`config.mk`:
```
export PLATFORM = sky130hd
export DESIGN_NAME = efp_to_decimal_flat
export DESIGN_NICKNAME = d
export VERILOG_FILES = /design/src/rtl/efp_to_decimal_if.sv /design/src/rtl/efp_to_decimal.sv /design/src/flat_wrapper.sv
export SDC_FILE = /design/constraint.sdc
export NUM_CORES = 1
export LEC_CHECK = 0
export ABC_CLOCK_PERIOD_IN_PS = 7100
export CAP_MARGIN = 10
export CELL_PAD_IN_SITES_DETAIL_PLACEMENT = 0
export CELL_PAD_IN_SITES_GLOBAL_PLACEMENT = 1
export CORE_ASPECT_RATIO = 0.5
export CORE_MARGIN = 2
export CORE_UTILIZATION = 48
export DETAILED_ROUTE_END_ITERATION = 8
export PLACE_DENSITY_LB_ADDON = 0.25
export SYNTH_ARGS = -nofsm -noshare
export SYNTH_HDL_FRONTEND = slang
export SYNTH_SLANG_ARGS = --single-unit
export TNS_END_PERCENT = 20
```
`constraint.sdc`:
```
create_clock -name clk -period 7.1 [get_ports clk]
set_clock_uncertainty 0.2 [all_clocks]
set_input_delay 1.42 -clock clk [delete_from_list [all_inputs] [get_ports clk]]
set_output_delay 1.42 -clock clk [all_outputs]
set_load 0.01 [all_outputs]
```
`src/rtl/efp_to_decimal_if.sv`:
```
// ---------------------------------------------------------------------------
// efp_to_decimal_if
//
// Handshake bundle between an EFP code producer, the decoder and the
// decimal-side consumer.
//
// Signals:
//   efp_in      [7:0]  EFP code, [7] sign, [6:0] table index
//   in_valid           efp_in valid
//   in_ready           decoder can accept a code
//   decimal_out [31:0] packed BCD result, [31:28] sign nibble
//   out_valid          decimal_out valid
//   out_ready          consumer accepts the result
//   busy               decoder is working on or holding a conversion
//
// Modports:
//   master  - the environment around the decoder (drives codes, accepts results)
//   slave   - the decoder itself
// ---------------------------------------------------------------------------
interface efp_to_decimal_if;
    logic [7:0]  efp_in;
    logic        in_valid;
    logic        in_ready;
    logic [31:0] decimal_out;
    logic        out_valid;
    logic        out_ready;
    logic        busy;

    modport master (
        output efp_in,
        output in_valid,
        output out_ready,
        input  in_ready,
        input  decimal_out,
        input  out_valid,
        input  busy
    );

    modport slave (
        input  efp_in,
        input  in_valid,
        input  out_ready,
        output in_ready,
        output decimal_out,
        output out_valid,
        output busy
    );
endinterface

```
`src/rtl/efp_to_decimal.sv`:
```
// ---------------------------------------------------------------------------
// efp_to_decimal
//
// Decodes an 8-bit EFP code into a 32-bit packed-BCD decimal word. The
// magnitude is the lower bound of the code's index in the 128-entry
// logarithmic table shared with the decimal-to-EFP encoder; the sign is
// placed in the top nibble as 4'h1 for negative codes.
//
// The table is eight steps per octave anchored at lut[56] = 10000, i.e.
// lut[i] = round(10000 * 2^((i-56)/8)), stored in BCD. It is built at
// elaboration time from exact decimal mantissas so no hand-typed constants
// can drift from the encoder's values.
//
// Ports:
//   clk    in   single clock, rising edge
//   rst_n  in   asynchronous active-low reset
//   bus    slave modport of efp_to_decimal_if (code in, BCD result out,
//          valid/ready on both sides, busy status)
//
// Flow: IDLE -> LOOKUP -> FORMAT -> HOLD -> IDLE. A code is accepted only in
// IDLE; the result stays on decimal_out after it has been consumed.
//
// Optional feature macro: EFP_EXACT_ZERO_EN
//   defined   - index 0 decodes to exact zero (0x00000000) for either sign
//   undefined - index 0 decodes to lut[0] like any other index
// ---------------------------------------------------------------------------
module efp_to_decimal (
    input  logic                    clk,
    input  logic                    rst_n,
    efp_to_decimal_if.slave         bus
);

    typedef enum logic [1:0] {
        IDLE   = 2'd0,
        LOOKUP = 2'd1,
        FORMAT = 2'd2,
        HOLD   = 2'd3
    } state_t;

    // Table entry i as packed BCD. Mantissas 2^(k/8) are scaled by 1e12 so
    // the rounding to an integer happens once, on exact integer arithmetic.
    function automatic logic [31:0] lutValue(input int idx);
        longint unsigned mant;
        longint unsigned num;
        longint unsigned den;
        longint unsigned bin;
        logic [31:0]     bcd;
        int              k;
        int              e;
        k = idx % 8;
        e = (idx / 8) - 7;
        case (k)
            0:       mant = 64'd1000000000000;
            1:       mant = 64'd1090507732665;
            2:       mant = 64'd1189207115003;
            3:       mant = 64'd1296839554651;
            4:       mant = 64'd1414213562373;
            5:       mant = 64'd1542210825408;
            6:       mant = 64'd1681792830507;
            default: mant = 64'd1834008086409;
        endcase
        if (e >= 0) begin
            num = mant << e;
            den = 64'd100000000;
        end else begin
            num = mant;
            den = 64'd100000000 << (-e);
        end
        bin = (num + (den / 2)) / den;
        bcd = '0;
        for (int d = 0; d < 8; d++) begin
            bcd[d*4 +: 4] = 4'(bin % 64'd10);
            bin           = bin / 64'd10;
        end
        return bcd;
    endfunction

    // ROM contents; the sign nibble of every entry is zero, so only the
    // 28 magnitude bits are kept.
    logic [27:0] lutRom [128];

    for (genvar g = 0; g < 128; g++) begin : gLut
        localparam logic [31:0] ENTRY = lutValue(g);
        assign lutRom[g] = ENTRY[27:0];
    end

    state_t      state_q;
    logic        sign_q;
    logic [6:0]  idx_q;
    logic [27:0] rom_q;
    logic [31:0] decimal_q;
    logic        valid_q;

    // Whole conversion sequence: latch the code, read the ROM one cycle
    // later, format into the output register, then hold until consumed.
    // Reset discards any conversion in flight and clears the outputs at once.
    always_ff @(posedge clk or negedge rst_n) begin
        if (!rst_n) begin
            state_q   <= IDLE;
            sign_q    <= 1'b0;
            idx_q     <= '0;
            rom_q     <= '0;
            decimal_q <= '0;
            valid_q   <= 1'b0;
        end else begin
            case (state_q)
                IDLE: begin
                    if (bus.in_valid) begin
                        sign_q  <= bus.efp_in[7];
                        idx_q   <= bus.efp_in[6:0];
                        state_q <= LOOKUP;
                    end
                end
                LOOKUP: begin
                    rom_q   <= lutRom[idx_q];
                    state_q <= FORMAT;
                end
                FORMAT: begin
`ifdef EFP_EXACT_ZERO_EN
                    // Index 0 stands for a true zero from the encoder, so
                    // the sign is dropped as well.
                    if (idx_q == 7'd0) begin
                        decimal_q <= '0;
                    end else begin
                        decimal_q <= {3'b000, sign_q, rom_q};
                    end
`else
                    decimal_q <= {3'b000, sign_q, rom_q};
`endif
                    valid_q <= 1'b1;
                    state_q <= HOLD;
                end
                HOLD: begin
                    // out_ready only matters here; decimal_q is left alone
                    // so the last result stays visible.
                    if (bus.out_ready) begin
                        valid_q <= 1'b0;
                        state_q <= IDLE;
                    end
                end
                default: begin
                    state_q <= IDLE;
                end
            endcase
        end
    end

    // Status outputs are pure decodes of the state register, so they never
    // glitch on input activity.
    assign bus.in_ready    = (state_q == IDLE);
    assign bus.busy        = (state_q != IDLE);
    assign bus.decimal_out = decimal_q;
    assign bus.out_valid   = valid_q;

endmodule

```
`src/flat_wrapper.sv`:
```
// flat-port wrapper written by rule: the top's interface ports become plain ports
module efp_to_decimal_flat 
  (clk, rst_n, bus_efp_in, bus_in_valid, bus_out_ready, bus_in_ready, bus_decimal_out, bus_out_valid, bus_busy);
  efp_to_decimal_if bus_i ();
  input  logic clk;
  input  logic rst_n;
  input wire logic [$bits(bus_i.efp_in)-1:0] bus_efp_in;
  input wire logic [$bits(bus_i.in_valid)-1:0] bus_in_valid;
  input wire logic [$bits(bus_i.out_ready)-1:0] bus_out_ready;
  output wire logic [$bits(bus_i.in_ready)-1:0] bus_in_ready;
  output wire logic [$bits(bus_i.decimal_out)-1:0] bus_decimal_out;
  output wire logic [$bits(bus_i.out_valid)-1:0] bus_out_valid;
  output wire logic [$bits(bus_i.busy)-1:0] bus_busy;
  assign bus_i.efp_in = bus_efp_in;
  assign bus_i.in_valid = bus_in_valid;
  assign bus_i.out_ready = bus_out_ready;
  assign bus_in_ready = bus_i.in_ready;
  assign bus_decimal_out = bus_i.decimal_out;
  assign bus_out_valid = bus_i.out_valid;
  assign bus_busy = bus_i.busy;
  efp_to_decimal u_core (.clk(clk), .rst_n(rst_n), .bus(bus_i));
endmodule
```
Word-level counts from Yosys, hierarchy flattened

Memories as Yosys holds them, arrays and structs flattened. A register that Yosys moved wholly into a read port is not among the register bits.
Index checks and enable logic that the tools add are counted.

Eq/ne operators: 5
Multiplexer cells: 5
Bitwise logic cells: 1
Reduce and logical (&&, ||, !) cells: 7

Operators by type and width:

| operator             | number |
|---|---|
| $not A7 Y8           | 1 |
| $pmux W2 S4          | 1 |
| $reduce_and A2 Y1    | 3 |
| $eq A2 B2 Y1 const B | 2 |
| $mux W2              | 2 |
| $ne A2 B2 Y1 const B | 2 |
| $reduce_bool A2 Y1   | 2 |
| $eq A2 B1 Y1 const B | 1 |
| $logic_not A2 Y1     | 1 |
| $pmux W1 S2          | 1 |
| $logic_not A1 Y1     | 1 |
| $mux W1              | 1 |

Flip-flop bits (word level): 40
Memory bits (read-only): 3584
Bits of input ports: 12
Output and inout port bits: 35
Word-level logic and storage cells: 24
Memories kept: 1

Memory list:

| name            | depth | width | read ports | clocked after Yosys merged registers in | write ports | line                  | text |
|---|---|---|---|---|---|---|---|
| (no name shown) | 128   | 28    | 1          | 1                                       | 0           | efp_to_decimal.sv:115 | `rom_q <= lutRom[idx_q];` |

Depth between registers and ports, before layout

Depth in word-level cells: 3
Mapped depth: 10
Depth with buffers taken out: 7

Least setup slack after synthesis

OpenSTA, ideal clock, no wires.

Kind: reg2reg
Start point: reg u_core.idx_q[0]
End point: reg u_core.rom_q[8]
Setup time: 0.139 ns
Data arrival time: 2.484 ns
Required time: 6.761 ns
Setup slack: 4.277 ns
Stages on the path, launching flop included: 10
Path buffers: 2
Clock period less this slack: 2.823 ns
Cells stage by stage: dfrtp_1 > clkbuf_1 > inv_1 > ha_1 > buf_2 > nand2_4 > a311oi_1 > nor4_1 > a211o_1 > or4_1

Word-level cells in the longest chain between the ends: 1

RTL lines:

| what                             | line                  | text |
|---|---|---|
| from (decl)                      | efp_to_decimal.sv:89  | `logic [6:0] idx_q;` |
| from (signal assigned)           | efp_to_decimal.sv:110 | `idx_q <= bus.efp_in[6:0];` |
| $not A7 Y8 (implied by the code) | efp_to_decimal.sv:115 |  |
| to (decl)                        | efp_to_decimal.sv:90  | `logic [27:0] rom_q;` |

No other way between the ends.
A chain may end at the register's enable or synchronous reset.

Worst setup path after layout

Start point: reg u_core.idx_q[3]
End point: reg u_core.rom_q[8]

Same word-level chain as after synthesis.

==> flow_metrics.env <==
export IMPL_synth_simple_gate_area_share_pct=19.1
export IMPL_global_route_usage_met2_pct=52.0
export IMPL_synth_top_family_by_area="compound AO/OA/AOI/OAI gates"
export IMPL_hp_class="flop to flop"
export IMPL_route_detailed_drc=0
export IMPL_final_util_pct=55.2
export IMPL_grt_overflow_total=0
export IMPL_muxShareOfSynthArea_pct=8.34
export IMPL_min_from="u_core.rom_q[19]"
export IMPL_cp_max_fo=85
export IMPL_die_area_um2=12100
export IMPL_syn_instance_count=648
export IMPL_dr_total_vias=5821
export IMPL_synth_cell_types=70
export IMPL_grt_usage_pct=38.0
export IMPL_setup_viol=0
export IMPL_core_area_um2=10900
export IMPL_synth_edf_count=0
export IMPL_min_period_ns=3.46
export IMPL_dpl_hpwl_um=15800
export IMPL_wl_per_cell_um=29.3
export IMPL_clock_path_buffers=2
export IMPL_required_ns=7.11
export IMPL_slew_headroom_pct=28.8
export IMPL_status="completed"
export IMPL_ys_seq_elements=66
export IMPL_cts_tree="done"
export IMPL_synth_flop_cell="dfrtp_1"
export IMPL_cts_resized=0
export IMPL_ys_warn_count=0
export IMPL_synth_common_cells="dfrtp_1 (66), a21oi_1 (51), nor2_1 (45), nand2_1 (41), mux2_2 (38)"
export IMPL_reg2reg_depth=6
export IMPL_synth_area_leaders="dfrtp_1 (31%), mux2_2 (8.0%), a21oi_1 (4.8%), ha_1 (4.0%), nor2_1 (3.1%)"
export IMPL_use_met3_pct=12.2
export IMPL_cts_buffers=9
export IMPL_max_clock_freq_ghz=0.289
export IMPL_drive_gt1_share_pct=11.0
export IMPL_num_nets_final=667
export IMPL_grt_busiest_layer="met1"
export IMPL_antenna_found_initial=1
export IMPL_totalWireLength_um=23100
export IMPL_clk_pin_slew_ns=0.07
export IMPL_die_h_um=78.8
export IMPL_crit_type="flop to flop"
export IMPL_gp_congestion=1.02
export IMPL_max_cap_violations=0
export IMPL_rrSetupSlack_ns=3.64
export IMPL_dr_pass1_iters=7
export IMPL_synth_area_um2=5370
export IMPL_synthArstFlopShare_pct=100
export IMPL_rr_startpoint="u_core.idx_q[3]"
export IMPL_crit_path_end_kind="flop"
export IMPL_worstSetupStartpointType="flop"
export IMPL_yosysSeqAreaShare_pct=30.7
export IMPL_grt_pass1_wl_um=34200
export IMPL_rsz0062_at_grt="false"
export IMPL_maxSlewViolCount=0
export IMPL_r2r_end="u_core.rom_q[8]"
export IMPL_cts_sinks=66
export IMPL_dieWidth_um=154
export IMPL_n_antenna_cell=0
export IMPL_synth_top_area_share_pct=30.7
export IMPL_ant_nets=0
export IMPL_clk_latency_ns=0.35
export IMPL_synth_compound_area_share_pct=29.9
export IMPL_synth_adder_area_share_pct=3.96
export IMPL_ios=47
export IMPL_holdPathStages=2
export IMPL_viasPerCell=7.39
export IMPL_row_count=27
export IMPL_hold_viol=0
export IMPL_grt_util_met1_pct=56.9
export IMPL_syn_avg_cell_area_um2=8.29
export IMPL_post_cts_buffers=0
export IMPL_crit_arrival_ns=3.47
export IMPL_synthXorXnorAreaFrac_pct=0.163
export IMPL_tns_ns=0
export IMPL_drt_iter0_drc=1121
export IMPL_min_period_over_period_pct=48.7
export IMPL_portBuffers=42
export IMPL_cts_root_buffer="clkbuf_16"
export IMPL_synth_most_common_cell="dfrtp_1"
export IMPL_start_util_pct=49.1
export IMPL_yosysTopAreaCell="dfrtp_1"
export IMPL_first_global_vias=5197
export IMPL_min_to="u_core.rom_q[19]"
export IMPL_h_tree_depth=3
export IMPL_cts_hold_fix_buffers=0
export IMPL_area_delta_synth_final_pct=12.5
export IMPL_worstMarginPinSlew_ns=1.07
export IMPL_timing_hold_ws_ns=0.296
export IMPL_grt_max_degree=86
## metal layers
layer / vias up / share of wire, %
li1: 2420 / -
met2: 506 / 38
met3: 80 / 15
met4: 2 / 3.2
met1: 2813 / 43
met5: - / 0.039
## layout by cell type (no fill, tap or decap), types with 5 or more instances in the layout
cell type	count
nor2_1	45
nor3_1	21
nand3_1	25
clkdlybuf4s50_1	41
nand2b_1	17
o21ai_0	30
dfrtp_1	64
a211o_1	5
a221oi_1	6
nand2_1	41
inv_1	17
o211ai_1	15
o31ai_1	6
nor2b_1	20
and2_1	8
a311oi_1	14
a211oi_1	16
mux2_2	38
clkbuf_16	9
a21oi_1	51
buf_4	8
o311ai_0	11
o32ai_1	5
ha_1	17
a31oi_1	13
nor3b_1	5
a311o_1	5
## worst max-delay path by stage
stage,depth (start not counted),start,endpoint,slack [ns]
after global placement,6,u_core.idx_q[3],u_core.rom_q[8],3.77
after global routing,7,u_core.idx_q[0],u_core.rom_q[2],3.47
after CTS,7,u_core.idx_q[0],u_core.rom_q[2],3.77
final,6,u_core.idx_q[3],u_core.rom_q[8],3.64
after floorplan,9,u_core.idx_q[0],u_core.rom_q[8],4.28
after detailed placement,7,u_core.idx_q[0],u_core.rom_q[2],3.79
## sequential cells by signal (all words and copies together) (netlist names)
name and flops:
u_core.bus.out_valid 1, u_core.sign_q 1, u_core.state_q 2, u_core.idx_q 7, u_core.rom_q 27, u_core.bus.decimal_out 28
## critical path, cell delays in order (launching register included)
cell and delay, ns:
dfrtp_4 0.75, buf_4 0.77, nor2b_1 0.35, a311oi_1 0.34
nor4_1 0.09, a211o_1 0.29, or4_1 0.50
## kinds of logic (layout without fill, tap and decap cells)
logic type                 count (synthesis)  in the layout
muxes                                     40             40
other                                      1              4
xor gates and xnor gates                   1              1
buffers and inverters                     92             84
adders and majority gates                 17             17
DFF                                       66             66
and+or+nand+nor                          204            204
AOI/OAI and AO/OA                        227            227
## cell type report
cell class | instances | area [µm²]
Clock buffer | 10 | 229
Clock inverter | 6 | 115
Fill cell | 1023 | 4900
Inverter | 18 | 67.6
Multi-Input combinational cell | 493 | 3320
Sequential cell | 66 | 1660
Tap cell | 145 | 181
Timing Repair Buffer | 50 | 475
## metrics by stage
step                      cell area (µm²)  std cells  setup WS, ns
after global placement               5700        772          3.77
after floorplan                      5380        651          4.28
after CTS                            6040        788          3.77
after global routing                 6040        788          3.47
final                                6040        788          3.64
after detailed placement             5700        772          3.79
Power is left out: the tool's default activity adds up to more than one toggle a clock period on the data nets, which glitch-free logic cannot reach.
